**src/rtl/fp_inst_encode.sv**
```systemverilog
// Streaming RV32F/D instruction encoder: turns FP operation descriptors into 32-bit
// instruction words and queues them in a small FIFO. Illegal descriptors are counted and dropped.
module fp_inst_encode #(
    parameter int DEPTH = 4,
    parameter int CNT_W = 16
) (
    input  logic                     clk_i,
    input  logic                     rst_i,
    input  logic                     req_valid_i,
    output logic                     req_ready,
    input  logic [3:0]               op_i,
    input  logic [2:0]               minor_i,
    input  logic [1:0]               fmt_i,
    input  logic [4:0]               rd_i,
    input  logic [4:0]               rs1_i,
    input  logic [4:0]               rs2_i,
    input  logic [4:0]               rs3_i,
    input  logic [2:0]               rm_i,
    input  logic [11:0]              imm_i,
    input  logic                     flush_i,
    output logic                     inst_valid,
    input  logic                     inst_ready_i,
    output logic [31:0]              inst,
    output logic                     err,
    output logic [1:0]               err_code,
    output logic [$clog2(DEPTH):0]   level,
    output logic [CNT_W-1:0]         n_encoded,
    output logic [CNT_W-1:0]         n_errors
);
    localparam int AW = $clog2(DEPTH);
    localparam int LW = AW + 1;

    typedef enum logic [1:0] {K_OPFP, K_FMA, K_LOAD, K_STORE} kind_e;

    kind_e       kind;
    logic [4:0]  funct5;
    logic [4:0]  rs2_f;
    logic [2:0]  f3;
    logic [2:0]  ls_f3;
    logic [2:0]  minor_max;
    logic        uses_rm;
    logic        s_only;
    logic [31:0] enc_word;
    logic [1:0]  enc_code;

    always_comb begin
        kind      = K_OPFP;
        funct5    = 5'b00000;
        rs2_f     = rs2_i;
        f3        = rm_i;
        minor_max = 3'd0;
        uses_rm   = 1'b0;
        s_only    = 1'b0;
        case (op_i)
            4'd0, 4'd1, 4'd2, 4'd3: begin
                funct5  = {3'b000, op_i[1:0]};
                uses_rm = 1'b1;
            end
            4'd4: begin
                funct5    = 5'b00100;
                f3        = minor_i;
                minor_max = 3'd2;
            end
            4'd5: begin
                funct5    = 5'b00101;
                f3        = minor_i;
                minor_max = 3'd1;
            end
            4'd6: begin
                funct5  = 5'b01011;
                rs2_f   = 5'd0;
                uses_rm = 1'b1;
            end
            4'd7: begin
                funct5    = 5'b10100;
                f3        = minor_i;
                minor_max = 3'd2;
            end
            4'd8: begin
                // minor 0 moves integer into FP (W.X), minor 1 moves FP into integer (X.W)
                funct5    = minor_i[0] ? 5'b11100 : 5'b11110;
                rs2_f     = 5'd0;
                f3        = 3'b000;
                minor_max = 3'd1;
                s_only    = 1'b1;
            end
            4'd9, 4'd10: begin
                funct5    = (op_i == 4'd9) ? 5'b11010 : 5'b11000;
                rs2_f     = {4'b0000, minor_i[0]};
                minor_max = 3'd1;
                uses_rm   = 1'b1;
            end
            4'd11: begin
                // fmt_i names the destination; rs2 names the opposite (source) format
                funct5  = 5'b01000;
                rs2_f   = {4'b0000, ~fmt_i[0]};
                uses_rm = 1'b1;
            end
            4'd12: begin
                funct5 = 5'b11100;
                rs2_f  = 5'd0;
                f3     = 3'b001;
            end
            4'd13: begin
                kind      = K_FMA;
                minor_max = 3'd3;
                uses_rm   = 1'b1;
            end
            4'd14: kind = K_LOAD;
            default: kind = K_STORE;
        endcase

        ls_f3 = {2'b01, fmt_i[0]};
        case (kind)
            K_FMA:   enc_word = {rs3_i, fmt_i, rs2_i, rs1_i, rm_i, rd_i, 2'b10, minor_i[1:0], 3'b011};
            K_LOAD:  enc_word = {imm_i, rs1_i, ls_f3, rd_i, 7'h07};
            K_STORE: enc_word = {imm_i[11:5], rs2_i, rs1_i, ls_f3, imm_i[4:0], 7'h27};
            default: enc_word = {funct5, fmt_i, rs2_f, rs1_i, f3, rd_i, 7'h53};
        endcase

        if (fmt_i[1] || (s_only && fmt_i[0]))
            enc_code = 2'd1;
        else if (minor_i > minor_max)
            enc_code = 2'd2;
        else if (uses_rm && (rm_i == 3'b101 || rm_i == 3'b110))
            enc_code = 2'd3;
        else
            enc_code = 2'd0;
    end

    logic [31:0]      mem_q [DEPTH];
    logic [AW-1:0]    wr_ptr_q;
    logic [AW-1:0]    rd_ptr_q;
    logic [LW-1:0]    level_q;
    logic [LW-1:0]    level_d;
    logic             err_q;
    logic [1:0]       err_code_q;
    logic [CNT_W-1:0] n_enc_q;
    logic [CNT_W-1:0] n_err_q;
    logic             accept;
    logic             push;
    logic             pop;

    assign req_ready  = (level_q < LW'(DEPTH)) && !flush_i;
    assign accept     = req_valid_i && req_ready;
    assign push       = accept && (enc_code == 2'd0);
    assign inst_valid = (level_q != '0);
    assign pop        = inst_valid && inst_ready_i;

    always_comb begin
        level_d = level_q;
        case ({push, pop})
            2'b10:   level_d = level_q + 1'b1;
            2'b01:   level_d = level_q - 1'b1;
            default: level_d = level_q;
        endcase
    end

    always_ff @(posedge clk_i) begin
        if (rst_i) begin
            wr_ptr_q   <= '0;
            rd_ptr_q   <= '0;
            level_q    <= '0;
            err_q      <= 1'b0;
            err_code_q <= 2'd0;
            n_enc_q    <= '0;
            n_err_q    <= '0;
        end else begin
            if (flush_i) begin
                wr_ptr_q <= '0;
                rd_ptr_q <= '0;
                level_q  <= '0;
            end else begin
                if (push) wr_ptr_q <= wr_ptr_q + 1'b1;
                if (pop)  rd_ptr_q <= rd_ptr_q + 1'b1;
                level_q <= level_d;
            end
            err_q <= accept && (enc_code != 2'd0);
            if (accept && (enc_code != 2'd0)) begin
                err_code_q <= enc_code;
                n_err_q    <= n_err_q + 1'b1;
            end
            if (push) n_enc_q <= n_enc_q + 1'b1;
        end
    end

    // Storage needs no reset: inst_valid gates every read.
    always_ff @(posedge clk_i) begin
        if (push) mem_q[wr_ptr_q] <= enc_word;
    end

    assign inst      = inst_valid ? mem_q[rd_ptr_q] : 32'd0;
    assign err       = err_q;
    assign err_code  = err_code_q;
    assign level     = level_q;
    assign n_encoded = n_enc_q;
    assign n_errors  = n_err_q;
endmodule

```
**config.mk**
```make
export PLATFORM = sky130hd
export DESIGN_NAME = fp_inst_encode
export DESIGN_NICKNAME = d
export VERILOG_FILES = /design/src/rtl/fp_inst_encode.sv
export SDC_FILE = /design/constraint.sdc
export NUM_CORES = 1
export LEC_CHECK = 0
export CAP_MARGIN = 15
export CORE_ASPECT_RATIO = 0.5
export CORE_UTILIZATION = 65
export CTS_CLUSTER_DIAMETER = 120
export DETAILED_ROUTE_END_ITERATION = 8
export DONT_BUFFER_PORTS = 1
export GPL_TIMING_DRIVEN = 0
export PLACE_DENSITY_LB_ADDON = 0.15
export SLEW_MARGIN = 20
export SYNTH_ARGS = -nofsm -noshare
export SYNTH_HDL_FRONTEND = slang
export SYNTH_SLANG_ARGS = --single-unit
```
**constraint.sdc**
```tcl
create_clock -name clk_i -period 11.18 [get_ports clk_i]
set_input_delay 2.795 -clock clk_i [delete_from_list [all_inputs] [get_ports clk_i]]
set_output_delay 2.795 -clock clk_i [all_outputs]
set_load 0.05 [all_outputs]
```
==> results by stage <==
Status:
- The flow ran to the end, and the final reports show no timing, DRC or antenna violations.

Routing:
- The routed via count divided by cell count is 6.653.
- The iteration count of the initial detailed-routing pass is 5.
- The highest layer touched by signal routing is met4.
- Detailed routing placed a total of 1431 um of wire on met3.
- The overall routed net length is 16530 um.
- After detailed routing, the met2 layer carries 7742 um of wire.
- The number of remaining DRC errors is 0.
- Detailed routing inserted a total of 4903 vias.
- The number of nets still failing antenna checks after routing is 0.
- After detailed routing, the average wire length per cell comes to 22.43 um.
- The detailed-routing wirelength on met1 is 7074 um.
- After the first detailed-routing iteration, the DRC count stood at 362.

Yosys:
- For this run, the register share of the synthesized area comes to 0.6047.
- The number of different library cells in the post-synthesis netlist is 58.
- The cell count after synthesis came out at 557.
- The synthesis-stage register bit count is 164.
- Yosys printed 0 warnings.
- The number of synthesized flops with an enable pin is 120.
- The mean area per synthesized cell is 13.31 um2.
- The mapped netlist covers 7416 um2.
- For this run, the leading register cell type out of synthesis is sky130_fd_sc_hd__edfxtp_1.
- The share of synthesized registers carrying an async set or reset is 0.
- The number of nets in the synthesized netlist is 616.

STA:
- Of the available clock period, the critical path in the final layout requires 0.5631.
- The highest attainable clock frequency is 158.8 MHz.
- Setup violations remaining at the end of the flow were counted as 0.
- Setup repair after global routing left no endpoint under its margin.
- The worst path in the final design needs a cycle of 6295 ps, including I/O delays and setup.
- The worst relative slew slack is 0.2498.
- At the pin with the least slew margin, the transition time is 1125 ps.
- Across the routed clock network, the largest skew measured is 10.35 ps.
- The total negative slack for setup checks is 0 ps.
- The number of pins with negative max-slew slack in the final report is 0.
- The final hold violation count is 0.

Critical path:
- The count of buffer and inverter cells on the critical path is 0.
- The class of the most critical setup path is in -> out.
- The required time of the critical path is 8390 ps.
- The worst setup path is captured at an output port.
- Traced cell by cell, the critical path runs through nor2_1.
- The worst-path maximum fanout is 3.
- STA classifies the critical path startpoint as an input port.
- The slowest cell on the critical path is sky130_fd_sc_hd__nor2_1.
- For the worst flop-to-flop path, the logic depth is 10.
- At the worst endpoint, the arrival time is 3500 ps.
- The longest individual stage delay on the worst path is 700 ps.
- The path length in cells of the critical path is 1.
- The category of cells accounting for the largest share of critical-path delay is simple AND/OR/NAND/NOR gates.

Worst hold path:
- The min-delay analysis places its worst path in the category reg -> reg.
- The number of stages on the worst hold path is 2.

Clock tree:
- The source-to-sink clock delay at the later pin of the worst-skew pair is 420 ps.
- The total setup buffers inserted after CTS is 0.
- Clock tree synthesis found a total of 164 sinks.
- After clock tree synthesis, the repair step resized 0 gates.
- The number of CTS-inserted buffers is 17.
- The CTS tree is yes.
- The clock passes through at most 2 buffers.
- The count of hold-fix buffers inserted at cts is 0.
- The clock-pin slew reported for the worst setup and hold paths after clock tree synthesis is 70 ps.
- The H-tree was split into 4 levels.
- CTS placed an instance of sky130_fd_sc_hd__clkbuf_16 at the clock tree root.

Floorplan:
- The initial utilization of the core area, before any placement, comes to 0.6713.
- After floorplanning, the core was sized to cover 11050 um2.
- The floorplan step set the die height to 77.53 um.
- 121 I/O pins were placed.
- The total die area is 11870 um2.
- The overall die width is 153.1 um.
- After floorplanning, the core was divided into 27 placement rows.

Power and ir drop:
- Power spread over the standard cell area amounts to 164.2 nW/um2.
- The analysis attributes to cell leakage a power of 0.002667 uW.
- Across the VDD grid, the largest voltage drop is 0.1106 mV.

Finish:
- The filler cells instantiated in the layout total 712.
- In the final layout, the share of cells above drive strength 1 is 0.1672.
- The layout overhead on the synthesized area is 12.22%.
- The number of antenna repair diodes is 0.
- The most common cell after layout, fill and taps aside is sky130_fd_sc_hd__edfxtp_1.
- The post-layout instance count excluding filler cells is 737.
- In the layout the commonest cells are 120 x sky130_fd_sc_hd__edfxtp_1, 44 x sky130_fd_sc_hd__dfxtp_1, 43 x sky130_fd_sc_hd__a21oi_1.
- The total number of nets in the final design is 639.

Placement:
- Routability-driven placement finished with a final weighted congestion of 0.8899.
- Including well taps, the total number of placed cells is 706.
- The half-perimeter wire length after placement is 10800 um.
- Input and output buffers added on the ports amount to 0.

Global route:
- The aggregate global-route resource usage is 0.2932.
- The initial antenna violation count was 0.
- The number of global-route vias before repair is 4815.
- The first global-routing pass estimated 25720 um of wire.
- The global-route congestion overflow total is 0.
- The maximum number of pins on one net before global-route repair is 29.

Job:
- The number of violations of the max-capacitance limit is 0.
[stage by stage]
stage	utilization	hold slack, ps	setup slack (ps)	instance area (um2)	power, uW
final	0.7533	503.5	4885	8322	1366
after global routing	0.7533	543.2	4853	8322	1401
after CTS	0.7533	503.5	4883	8322	1370
after detailed placement	0.6954	494.5	4791	7682	741.0
after global placement	0.6877	483.1	4236	7597	738.9
after floorplan	-	469.2	4897	7416	725.0
[metal layers]
layer,vias up,GRT usage
met2,268,0.4662
met4,0,0.08889
met5,-,0
met3,33,0.09218
met1,2398,0.3906
li1,2204,-
[power by group]
| part | switching, uW | internal [uW] | total (uW) | leakage [uW] |
|---|---|---|---|---|
| combinational | 45.1 | 20.5 | 65.6 | 0.000919 |
| sequential | 6.20 | 658 | 664 | 0.00144 |
| clock | 255 | 381 | 637 | 0.000311 |
[cell families after synthesis]
logic type | share of synthesized area
fa+ha+maj | 0.01788
flops | 0.6047
mux | 0.1033
xor+xnor | 0.008267
compound gates | 0.1061
simple gates | 0.1286
buf+inv | 0.03121
[Yosys cell counts, types with 9 or more instances]
cell	number	area (um2)
sky130_fd_sc_hd__a21oi_1	43	215.2
sky130_fd_sc_hd__dfxtp_1	44	880.8
sky130_fd_sc_hd__inv_1	13	48.80
sky130_fd_sc_hd__and2_1	32	200.2
sky130_fd_sc_hd__nand2_1	31	116.4
sky130_fd_sc_hd__o31ai_1	20	150.1
sky130_fd_sc_hd__or4_1	18	135.1
sky130_fd_sc_hd__o21ai_0	20	100.1
sky130_fd_sc_hd__nor2_1	25	93.84
sky130_fd_sc_hd__nand3_1	14	70.07
sky130_fd_sc_hd__ha_1	9	112.6
sky130_fd_sc_hd__mux4_2	30	675.7
sky130_fd_sc_hd__clkbuf_1	20	75.07
sky130_fd_sc_hd__edfxtp_1	120	3603
[worst paths after layout]
| check | startpoint | to | slack [ps] |
|---|---|---|---|
| max | flush_i | req_ready | 4880 |
| min | wr_ptr_q[1]$_SDFFE_PP0P_ | wr_ptr_q[1]$_SDFFE_PP0P_ | 500 |
| max reg2reg | level[2]$_SDFFE_PP0P_ | level[2]$_SDFFE_PP0P_ | 7830 |
| min reg2reg | wr_ptr_q[1]$_SDFFE_PP0P_ | wr_ptr_q[1]$_SDFFE_PP0P_ | 500 |
[cell type report]
type                            instances  area [um2]  area share
Inverter                               14       52.55    0.006315
Clock buffer                           17       425.4     0.05112
Buffer                                 36       178.9     0.02150
Multi-Input combinational cell        343        2705      0.3251
Timing Repair Buffer                    4       80.08    0.009623
Tap cell                              145       181.4     0.02180
Clock inverter                         14       214.0     0.02571
Sequential cell                       164        4484      0.5389
[registers in the layout, summed over array words and instances (netlist names), named ones only]
signal and count:
level 3, err_code 2, wr_ptr_q 2, rd_ptr_q 2, n_errors 16, err 1
mem_q 120, n_encoded 16
(Power assumes the default switching activity.)
